==> src/rtl/shift_register_4bit_serial.sv <==
// Serial-in, parallel-out shift register with a complementary output bus.
// Define SHIFT_REGISTER_4BIT_SERIAL_CE_EN to add the ce shift-enable input.
module shift_register_4bit_serial #(
  parameter int unsigned WIDTH = 4
) (
  input  logic             clk,
  input  logic             rst,
`ifdef SHIFT_REGISTER_4BIT_SERIAL_CE_EN
  input  logic             ce,
`endif
  input  logic             D,
  output logic [WIDTH-1:0] Q,
  output logic [WIDTH-1:0] Qbar
);

  if (WIDTH < 2 || WIDTH > 32) begin : gen_width_check
    $error("WIDTH must be in 2..32");
  end

  logic             shift_en;
  logic [WIDTH-1:0] q_reg_d;
  logic [WIDTH-1:0] q_reg_q;

`ifdef SHIFT_REGISTER_4BIT_SERIAL_CE_EN
  assign shift_en = ce;
`else
  assign shift_en = 1'b1;
`endif

  // Newest bit enters at bit 0; the oldest falls off the MSB.
  always_comb begin
    q_reg_d = q_reg_q;
    if (shift_en) begin
      q_reg_d = {q_reg_q[WIDTH-2:0], D};
    end
  end

  always_ff @(posedge clk) begin
    if (!rst) begin
      q_reg_q <= '0;
    end else begin
      q_reg_q <= q_reg_d;
    end
  end

  // Qbar is derived from the register, so it can never disagree with Q.
  assign Q    = q_reg_q;
  assign Qbar = ~q_reg_q;

endmodule

==> config.mk <==
export PLATFORM = sky130hd
export DESIGN_NAME = shift_register_4bit_serial
export DESIGN_NICKNAME = d
export VERILOG_FILES = /design/src/rtl/shift_register_4bit_serial.sv
export SDC_FILE = /design/constraint.sdc
export NUM_CORES = 1
export LEC_CHECK = 0
export CORE_AREA = 2 2 39 41
export DETAILED_ROUTE_END_ITERATION = 8
export DIE_AREA = 0 0 41 43
export GPL_TIMING_DRIVEN = 0
export PLACE_DENSITY_LB_ADDON = 0.05
export SLEW_MARGIN = 20
export SYNTH_ARGS = -nofsm -noshare
export SYNTH_HDL_FRONTEND = slang
export SYNTH_SLANG_ARGS = --single-unit
export TNS_END_PERCENT = 30
==> constraint.sdc <==
create_clock -name clk -period 0.8 [get_ports clk]
set_input_delay 0.08 -clock clk [delete_from_list [all_inputs] [get_ports clk]]
set_output_delay 0.08 -clock clk [all_outputs]
set_load 0.005 [all_outputs]
==> flow_metrics.env <==
export IMPL_outcome="complete, no violations"
export IMPL_ir_worst_vdd_v=0.000570
export IMPL_synth_seq_cells=4
export IMPL_grt_overflow=0
export IMPL_clock_latency_reported_for_the_late_side_of_the_worst_skew_pair_ns=0.24
export IMPL_floorplan_die_area_sq_um=1760
export IMPL_boundaryPins=11
export IMPL_worst_r2r_setup_slack_ns=0.23
export IMPL_critPathMaxFanout=3
export IMPL_area_sequential_sq_um=85.1
export IMPL_timing_clock_skew_ns=0.00356
export IMPL_maxSlewHeadroom=0.925
export IMPL_gp_congestion=0.515
export IMPL_clock_power_share=0.502
export IMPL_largest_register_ffs=4
export IMPL_ys_seq_area_frac=0.667
export IMPL_placementRows=14
export IMPL_port_buffer_count=10
export IMPL_via_per_inst=3.00
export IMPL_firstDrtPassIters=2
export IMPL_synth_main_ff_cell="sky130_fd_sc_hd__dfxtp_1"
export IMPL_min_period_over_period=0.991
export IMPL_drv_max_cap_violation_count=0
export IMPL_fin_nets=30
export IMPL_syn_inst=12
export IMPL_track_usage=0.0501
export IMPL_synth_cell_types=3
export IMPL_finalSetupViolations=0
export IMPL_post_synth_main_area_contributors="sky130_fd_sc_hd__dfxtp_1, sky130_fd_sc_hd__and2_1, sky130_fd_sc_hd__inv_1"
export IMPL_yosys_top_cells_count="sky130_fd_sc_hd__and2_1, sky130_fd_sc_hd__dfxtp_1, sky130_fd_sc_hd__inv_1"
export IMPL_dp_cells=38
export IMPL_power_density_nw_per_um2=2090
export IMPL_avgRoutedWirePerCell_um=6.95
export IMPL_synth_top_cell_area_share=0.667
export IMPL_total_power_w=0.000502
export IMPL_cts_root_buffer_cell="sky130_fd_sc_hd__clkbuf_4"
export IMPL_maximum_clock_frequency_ghz=1.26
export IMPL_final_slew_viol_count=0
export IMPL_drt_antenna_violating_nets=0
export IMPL_cellInternalPower_w=0.000402
export IMPL_synth_avg_cell_area_sq_um=10.0
export IMPL_cts_tree="done"
export IMPL_core_area_sq_um=1380
export IMPL_final_hold_viol_count=0
export IMPL_wirelength_um=285
export IMPL_final_period_minus_worst_setup_slack_ns=0.793
export IMPL_area_of_the_mapped_netlist_sq_um=120
export IMPL_power_share_switching=0.200
export IMPL_drt_iter0_drc=1
export IMPL_synth_top_area_cell="sky130_fd_sc_hd__dfxtp_1"
export IMPL_worst_pin_slew_ns=0.112
export IMPL_unrepaired_setup_endpoints_after_global_routing="yes"
export IMPL_cp_slowest_cell="sky130_fd_sc_hd__dfxtp_2"
export IMPL_layout_area_overhead_pct=100
export IMPL_seq_power_share=0.426
export IMPL_dieWidth_um=41
export IMPL_timing_critical_path_arrival_ns=0.71
export IMPL_htree_levels=1
export IMPL_syn_nets=15
export IMPL_comb_power_share=0.072
export IMPL_async_reset_ff_frac=0
export IMPL_number_of_drc_violations_after_detailed_routing=0
export IMPL_synth_warnings=0
export IMPL_worst_endpoint_required_ns=0.72
export IMPL_pin_count_of_the_biggest_net_entering_global_routing=5
export IMPL_synth_edff_count=0
export IMPL_dp_final_hpwl_um=209
export IMPL_routed_vias=123
export IMPL_die_y_um=43
export IMPL_final_instance_count_excl_fill=41
export IMPL_multi_input_gate_area_sq_um=25.0
export IMPL_critical_path_top_delay_family="flip-flops"
export IMPL_crit_chain="inv_1 -> buf_2"
export IMPL_antenna_cells=0
export IMPL_critPathCaptureType="output port"
export IMPL_crit_buf_inv=2
export IMPL_layout_filler_cells=166
export IMPL_antenna_found_initial=0
export IMPL_count_of_clock_tree_sinks=4
export IMPL_critical_path_max_stage_delay_ns=0.33
export IMPL_floorplan_initialDensity=0.0868
export IMPL_timing_worst_setup_path_type="flop to output port"
export IMPL_hold_buffers=0
export IMPL_cts_buffers_inserted=3
export IMPL_wire_length_of_the_first_global_routing_pass_um=434
export IMPL_post_route_cells_drive_above_1_share=0.680
export IMPL_power_leakage_nw=0.112
export IMPL_setup_worst_path_start_class="flop"
export IMPL_worst_setup_hold_path_clk_slew_ns=0.04
export IMPL_clock_tree_buffer_depth=2
export IMPL_hold_path_class="primary input to flop"
export IMPL_p_switching_w=0.000100
export IMPL_grt_pass1_vias=105
[layer usage]
layer / routed length (um) / global-route usage
met5: 0 / 0
met4: 8 / 0.0600
met3: 63 / 0.0785
met2: 117 / 0.0469
met1: 95 / 0.0351
[cells in the final DEF, fill, tap and decap left out]
cell and instances:
sky130_fd_sc_hd__and2_1 4, sky130_fd_sc_hd__buf_2 4, sky130_fd_sc_hd__inv_2 2, sky130_fd_sc_hd__inv_1 2, sky130_fd_sc_hd__clkdlybuf4s50_1 2, sky130_fd_sc_hd__clkbuf_4 3, sky130_fd_sc_hd__dfxtp_2 4, sky130_fd_sc_hd__clkbuf_2 2
sky130_fd_sc_hd__buf_6 2
[power groups by stage]
stage / logic, W / registers, W / clock network, W
global route: 0.0000409 / 0.000215 / 0.000288
floorplan: 0.00000754 / 0.000215 / 0
detailed placement: 0.0000457 / 0.000215 / 0
finish: 0.0000364 / 0.000214 / 0.000252
global placement: 0.0000464 / 0.000215 / 0
CTS: 0.0000335 / 0.000213 / 0.000272
[timing repair]
action | CTS | global route
pin swaps | 0 | 0
endpoints found under the hold margin | 0 | 0
gates resized for setup | 32 | 6
buffers inserted | 0 | 0
setup endpoints to repair | 8 | 5
[worst paths after layout]
kind / start / end / cells after the start
max: Q[0] / Qbar[0] / 2
min reg2reg: Q[0] / Q[1] / 1
min: D / Q[0] / 2
max reg2reg: Q[1] / Q[2] / 1
[logic make-up after synthesis]
group | count (synthesis) | share of synthesized area
buffers and inverters | 4 | 0.125
DFF | 4 | 0.667
and+or+nand+nor | 4 | 0.208
[layout make-up]
type,instances,share of cell area
inverter,4,0.0625
multi-input combinational,4,0.104
clock buffer,3,0.0938
sequential,4,0.354
timing repair buffer,10,0.302
tap,16,0.0833
[metrics by stage]
stage	worst slack [ns]	hold slack [ns]	area [sq um]	util	TNS, ns
global route	-0.0415	0.431	240	0.174	-0.0757
detailed placement	-0.131	0.481	240	0.174	-0.970
CTS	-0.0647	0.402	238	0.172	-0.111
floorplan	0.240	0.202	120	-	0
global placement	-0.123	0.475	240	0.174	-0.951
finish	0.00705	0.416	240	0.174	0
No activity file was read; power rests on OpenSTA's default activity.
